File: config.mk
export PLATFORM = sky130hd
export DESIGN_NAME = fetch_unit_32
export DESIGN_NICKNAME = d
export VERILOG_FILES = /design/src/rtl/fetch_unit_32.sv
export SDC_FILE = /design/constraint.sdc
export NUM_CORES = 1
export LEC_CHECK = 0
export CORE_MARGIN = 3
export CORE_UTILIZATION = 41
export DETAILED_ROUTE_END_ITERATION = 16
export PLACE_DENSITY = 0.93
export RECOVER_POWER = 100
export SLEW_MARGIN = 20
export SYNTH_ARGS = -nofsm -noshare
export SYNTH_HDL_FRONTEND = slang
export SYNTH_SLANG_ARGS = --single-unit
File: constraint.sdc
create_clock -name Clock -period 3.1 [get_ports Clock]
set_clock_uncertainty 0.15 [all_clocks]
set_input_delay 0.93 -clock Clock [delete_from_list [all_inputs] [get_ports Clock]]
set_output_delay 0.93 -clock Clock [all_outputs]
set_load 0.005 [all_outputs]
File: src/rtl/fetch_unit_32.sv
// Instruction fetch sequencer: drives an external increment-capable PC register
// and a request/ack instruction memory, presenting one instruction at a time to the decoder.
module fetch_unit_32 #(
  parameter logic [31:0] RESET_PC = 32'h00000000
) (
  input  logic        Clock,
  input  logic        Reset,
  input  logic [31:0] PC,
  output logic        PCWrite,
  output logic        PCIncrement,
  output logic [31:0] PCLoad,
  output logic        MemReq,
  output logic [31:0] MemAddr,
  input  logic        MemAck,
  input  logic [31:0] MemData,
  output logic        InstrValid,
  output logic [31:0] Instr,
  output logic [31:0] InstrPC,
  input  logic        InstrReady,
  input  logic        Redirect,
  input  logic [31:0] RedirectTarget
);

  localparam logic [1:0] INIT  = 2'd0;
  localparam logic [1:0] FETCH = 2'd1;
  localparam logic [1:0] VALID = 2'd2;
  localparam logic [1:0] DRAIN = 2'd3;

  logic [1:0]  state;
  logic [1:0]  nextState;
  logic [31:0] addrHold;
  logic        capture;

  // Redirect always wins over increment; a request left unacked by a redirect
  // is kept alive in DRAIN at its original address until memory answers.
  always_comb begin
    nextState   = state;
    PCWrite     = 1'b0;
    PCIncrement = 1'b0;
    PCLoad      = RedirectTarget;
    MemReq      = 1'b0;
    MemAddr     = addrHold;
    InstrValid  = 1'b0;
    capture     = 1'b0;
    case (state)
      INIT: begin
        PCWrite   = 1'b1;
        PCLoad    = RESET_PC;
        nextState = FETCH;
      end
      FETCH: begin
        MemReq  = 1'b1;
        MemAddr = PC;
        if (Redirect) begin
          PCWrite   = 1'b1;
          nextState = MemAck ? FETCH : DRAIN;
        end else if (MemAck) begin
          PCWrite     = 1'b1;
          PCIncrement = 1'b1;
          capture     = 1'b1;
          nextState   = VALID;
        end
      end
      VALID: begin
        InstrValid = 1'b1;
        if (Redirect) begin
          PCWrite   = 1'b1;
          nextState = FETCH;
        end else if (InstrReady) begin
          nextState = FETCH;
        end
      end
      DRAIN: begin
        MemReq = 1'b1;
        if (Redirect) begin
          PCWrite = 1'b1;
        end
        if (MemAck) begin
          nextState = FETCH;
        end
      end
      default: nextState = INIT;
    endcase
    // Reset is synchronous, so outputs must be quiesced combinationally while it is held
    if (Reset) begin
      MemReq      = 1'b0;
      InstrValid  = 1'b0;
      PCWrite     = 1'b0;
      PCIncrement = 1'b0;
      capture     = 1'b0;
    end
  end

  always_ff @(posedge Clock) begin
    if (Reset) begin
      state    <= INIT;
      Instr    <= 32'h0;
      InstrPC  <= 32'h0;
      addrHold <= 32'h0;
    end else begin
      state <= nextState;
      if (state == FETCH) begin
        addrHold <= PC;
      end
      if (capture) begin
        Instr   <= MemData;
        InstrPC <= PC;
      end
    end
  end

endmodule

## After elaboration in Yosys (flattened, before gate mapping)

Cells that the tools add are included.
Widths: inputs -> output; s select.

- Bits in registers: 98
- Input bits: 101
- Output and inout port bits: 132
- Logic and storage cells: 35

- Equal/unequal tests: 6
- Mux-type cells: 21
- Reduce and logical (&&, ||, !) cells: 4

Operators by type and width:

| kind | number |
|---|---|
| $mux 32 | 2 |
| $mux 2 | 6 |
| $mux 1 | 11 |
| $pmux 2 s4 | 1 |
| $ne 3x3->1 const B | 2 |
| $eq 2x2->1 const B | 2 |
| $reduce_or 2->1 | 2 |
| $pmux 1 s3 | 1 |
| $reduce_and 3->1 | 1 |
| $eq 2x1->1 const B | 1 |
| $logic_not 2->1 | 1 |
| $ne 2x2->1 const B | 1 |

## Depth between registers and ports, before layout

- Word-level depth: 4
- Depth in mapped cells: 6

## Worst setup path after synthesis

Ideal clock, no wire load.

- Path kind: input port to output port
- Start point: input port Reset
- End point: output port PCIncrement
- Arrival: 1551 ps
- Data required time: 2020 ps
- Slack: 469 ps
- Stages: 3
- Buffers on the path: 2
- Cells stage by stage: clkbuf_1 > clkbuf_1 > nor2_1

- Cells in the longest elaborated chain, start to end: 1

Ends and longest elaborated chain:

| item | line | text |
|---|---|---|
| from (decl) | 7 | `input logic Reset,` |
| $mux 1 | 85 | `if (Reset) begin` |
| to (decl) | 10 | `output logic PCIncrement,` |

No other way between the ends.

## Worst setup path in the final report

- Start point: input port PC[28]
- End point: output port MemAddr[28]

- Cells in the longest elaborated chain, start to end: 1

Ends and longest elaborated chain:

| item | line | text |
|---|---|---|
| from (decl) | 8 | `input logic [31:0] PC,` |
| $mux 32 | 45 | `case (state)` |
| to (decl) | 13 | `output logic [31:0] MemAddr,` |

No other way between the ends.

==> results.ini <==
[status]
outcome = complete, but fails checks
violations = capacitance limit, slew limit

[placed_design]
place_inst = 779
hpwl_um = 9380
port_buffers = 232
gp_congestion = 0.867

[run]
cap_viol_max_count = 1

[clock_network]
path_clk_slew_ns = 0.09
cts_sinks = 98
cts_buffer_depth = 2
htreeDepth = 3
cts_setup_buffers = 0
ctsHoldBuffers = 0
clock_latency_ns = 0.35
cts_tree = yes
root_buffer = clkbuf_8
numCtsBuffers = 9

[synth]
yosysSeqAreaShare = 0.498
netlist_instances = 438
muxShareOfSynthArea = 0.120
synth_cell_types = 21
synth.top_cells.by_count = 128 x nand2_1, 98 x dfxtp_1, 66 x a21oi_1, 65 x nor2b_1, 30 x mux2_4
synthAdderAreaFrac = 0
synth-seq-cells = 98
synth_top_area_cell = dfxtp_1
synth.area.top_cells = dfxtp_1 50%, nand2_1 12%, mux2_4 11%
syn_area_um2 = 3940
synth_top_area_share = 0.498
yosysMostFrequentCell = nand2_1
synth-main-ff-cell = dfxtp_1
synth_edf_count = 0
synthArstFlopShare = 0
synth_top_family_by_area = simple AND/OR/NAND/NOR gates
synthXorXnorAreaFrac = 0
synthSimpleGateAreaFrac = 0.247
synth_compound_area_frac = 0.0873
syn_nets = 539
ys.warnings.count = 0
synth.avg_cell_area_um2 = 9.00

[power]
pwr_density_cell_nw_per_um2 = 418
p_leak_nw = 2.78
vdd_ir_drop_max_mv = 0.277

[layout]
layout.cells.non_filler = 797
final_core_util = 0.694
area_growth_pct = 63.6
nets = 763
drive_above_1_share = 0.0675

[detailed_routing]
drc = 0
vias = 3751
totalWireLength_um = 12900
drtPass1Iterations = 6
viasPerCell = 4.71
drt_iter0_drc = 140
drtAntennaViolNets = 0
wire_per_inst_um = 16.2

[floorplanning]
rows = 35
pin_count = 233
start_util = 0.424
die_area_um2 = 10800
dieWidth_um = 104
core-area_um2 = 9280
die_h_um = 104

[timing]
hold_viol_final = 0
final-setup-viol-count = 0
tightestPinTransition_ns = 1.73
drv_slew = 88
slew_headroom = -0.155
fin_crit_sh = 0.996
rsz0062_at_grt = no
final.min_clock_period_ns = 3.09
fmax_ghz = 0.324

[worst_hold_path]
hp-class = reg -> reg

[global_route]
grt_pass1_wl_um = 20700
track_usage = 0.238
antenna_found_initial = 1
overflow = 0
grt_pass1_vias = 4052
grt_max_degree = 88

[worst_setup_path]
crit_arrival_ns = 2.01
crit_type = in -> out
worst-path-max-fanout = 2
crit_required_ns = 2.02
end_kind = output port
start_kind = input port

area by class of cell:
| class | count | area (um2) |
|---|---|---|
| antenna | 1 | 2.50 |
| tap | 129 | 161 |
| clock buffer | 11 | 151 |
| fill | 752 | 2840 |
| multi-input combinational | 306 | 1720 |
| inverter | 1 | 3.75 |
| clock inverter | 5 | 45.0 |
| timing repair buffer | 246 | 2400 |
| sequential | 98 | 1960 |
timing repair:
item | in CTS | in global routing
endpoints found under the setup margin | 62 | 5
pin swaps | 0 | 0
resized for setup | 67 | 5
gates cloned | 1 | 0
worst paths after layout:
path | start | end | slack [ns] | cells past startpoint
max | PC[28] | MemAddr[28] | 0.01 | 3
min | Instr[27] | Instr[27] | 0.31 | 2
max reg2reg | state[1] | Instr[25] | 0.83 | 4
min reg2reg | Instr[27] | Instr[27] | 0.31 | 2
critical path, cell delays in order:
cell and delay (ns):
clkdlybuf4s50_1 0.48, mux2_4 0.30, dlygate4sd2_1 0.30
sequential cells by signal (all words and copies together), names as in the netlist:
register	count
state	2
addrHold	32
Instr	32
InstrPC	32
through the flow:
stage	setup WS, ns	TNS (ns)	hold WS (ns)	power (mW)	area (um2)
5_1_grt	0.00127	0	0.327	2.82	6450
3_3_place_gp	-0.276	-2.98	0.291	2.00	6390
6_report	0.0136	0	0.307	2.69	6450
4_1_cts	0.000747	0	0.310	2.78	6540
2_1_floorplan	0.469	0	0.303	1.62	3940
3_5_place_dp	-0.342	-3.54	0.296	2.01	6390
power by group:
part / total, mW / internal, mW / switching [mW]
sequential: 1.34 / 1.32 / 0.0248
clock: 0.811 / 0.349 / 0.461
combinational: 0.543 / 0.323 / 0.219
kinds of logic (layout without fill, tap and decap cells):
logic type / count (synthesis) / in the layout
mux: 32 / 32
buf+inv: 34 / 263
other cells: 0 / 1
compound gates: 68 / 68
flops: 98 / 98
simple gates: 206 / 206
placed cells by master, fill, tap and decap left out, drive strengths merged, types with 4 or more instances in the layout:
| master | n |
|---|---|
| nand2 | 128 |
| dfxtp | 98 |
| dlygate4sd3 | 93 |
| clkdlybuf4s50 | 71 |
| a21oi | 66 |
| nor2b | 65 |
| dlygate4sd2 | 62 |
| mux2 | 32 |
| clkbuf | 13 |
| buf | 13 |
| clkdlybuf4s25 | 4 |
| nor2 | 4 |
| inv | 4 |
routing by layer:
metal  wire length, um  GRT usage  up-vias
met2              6740      0.442      157
met4               288     0.0855        0
met1              4820      0.249     1721
met5                 0          0        -
li1                  -          -     1852
met3              1060     0.0776       21
Note: power is estimated with default switching activity, not from simulation.
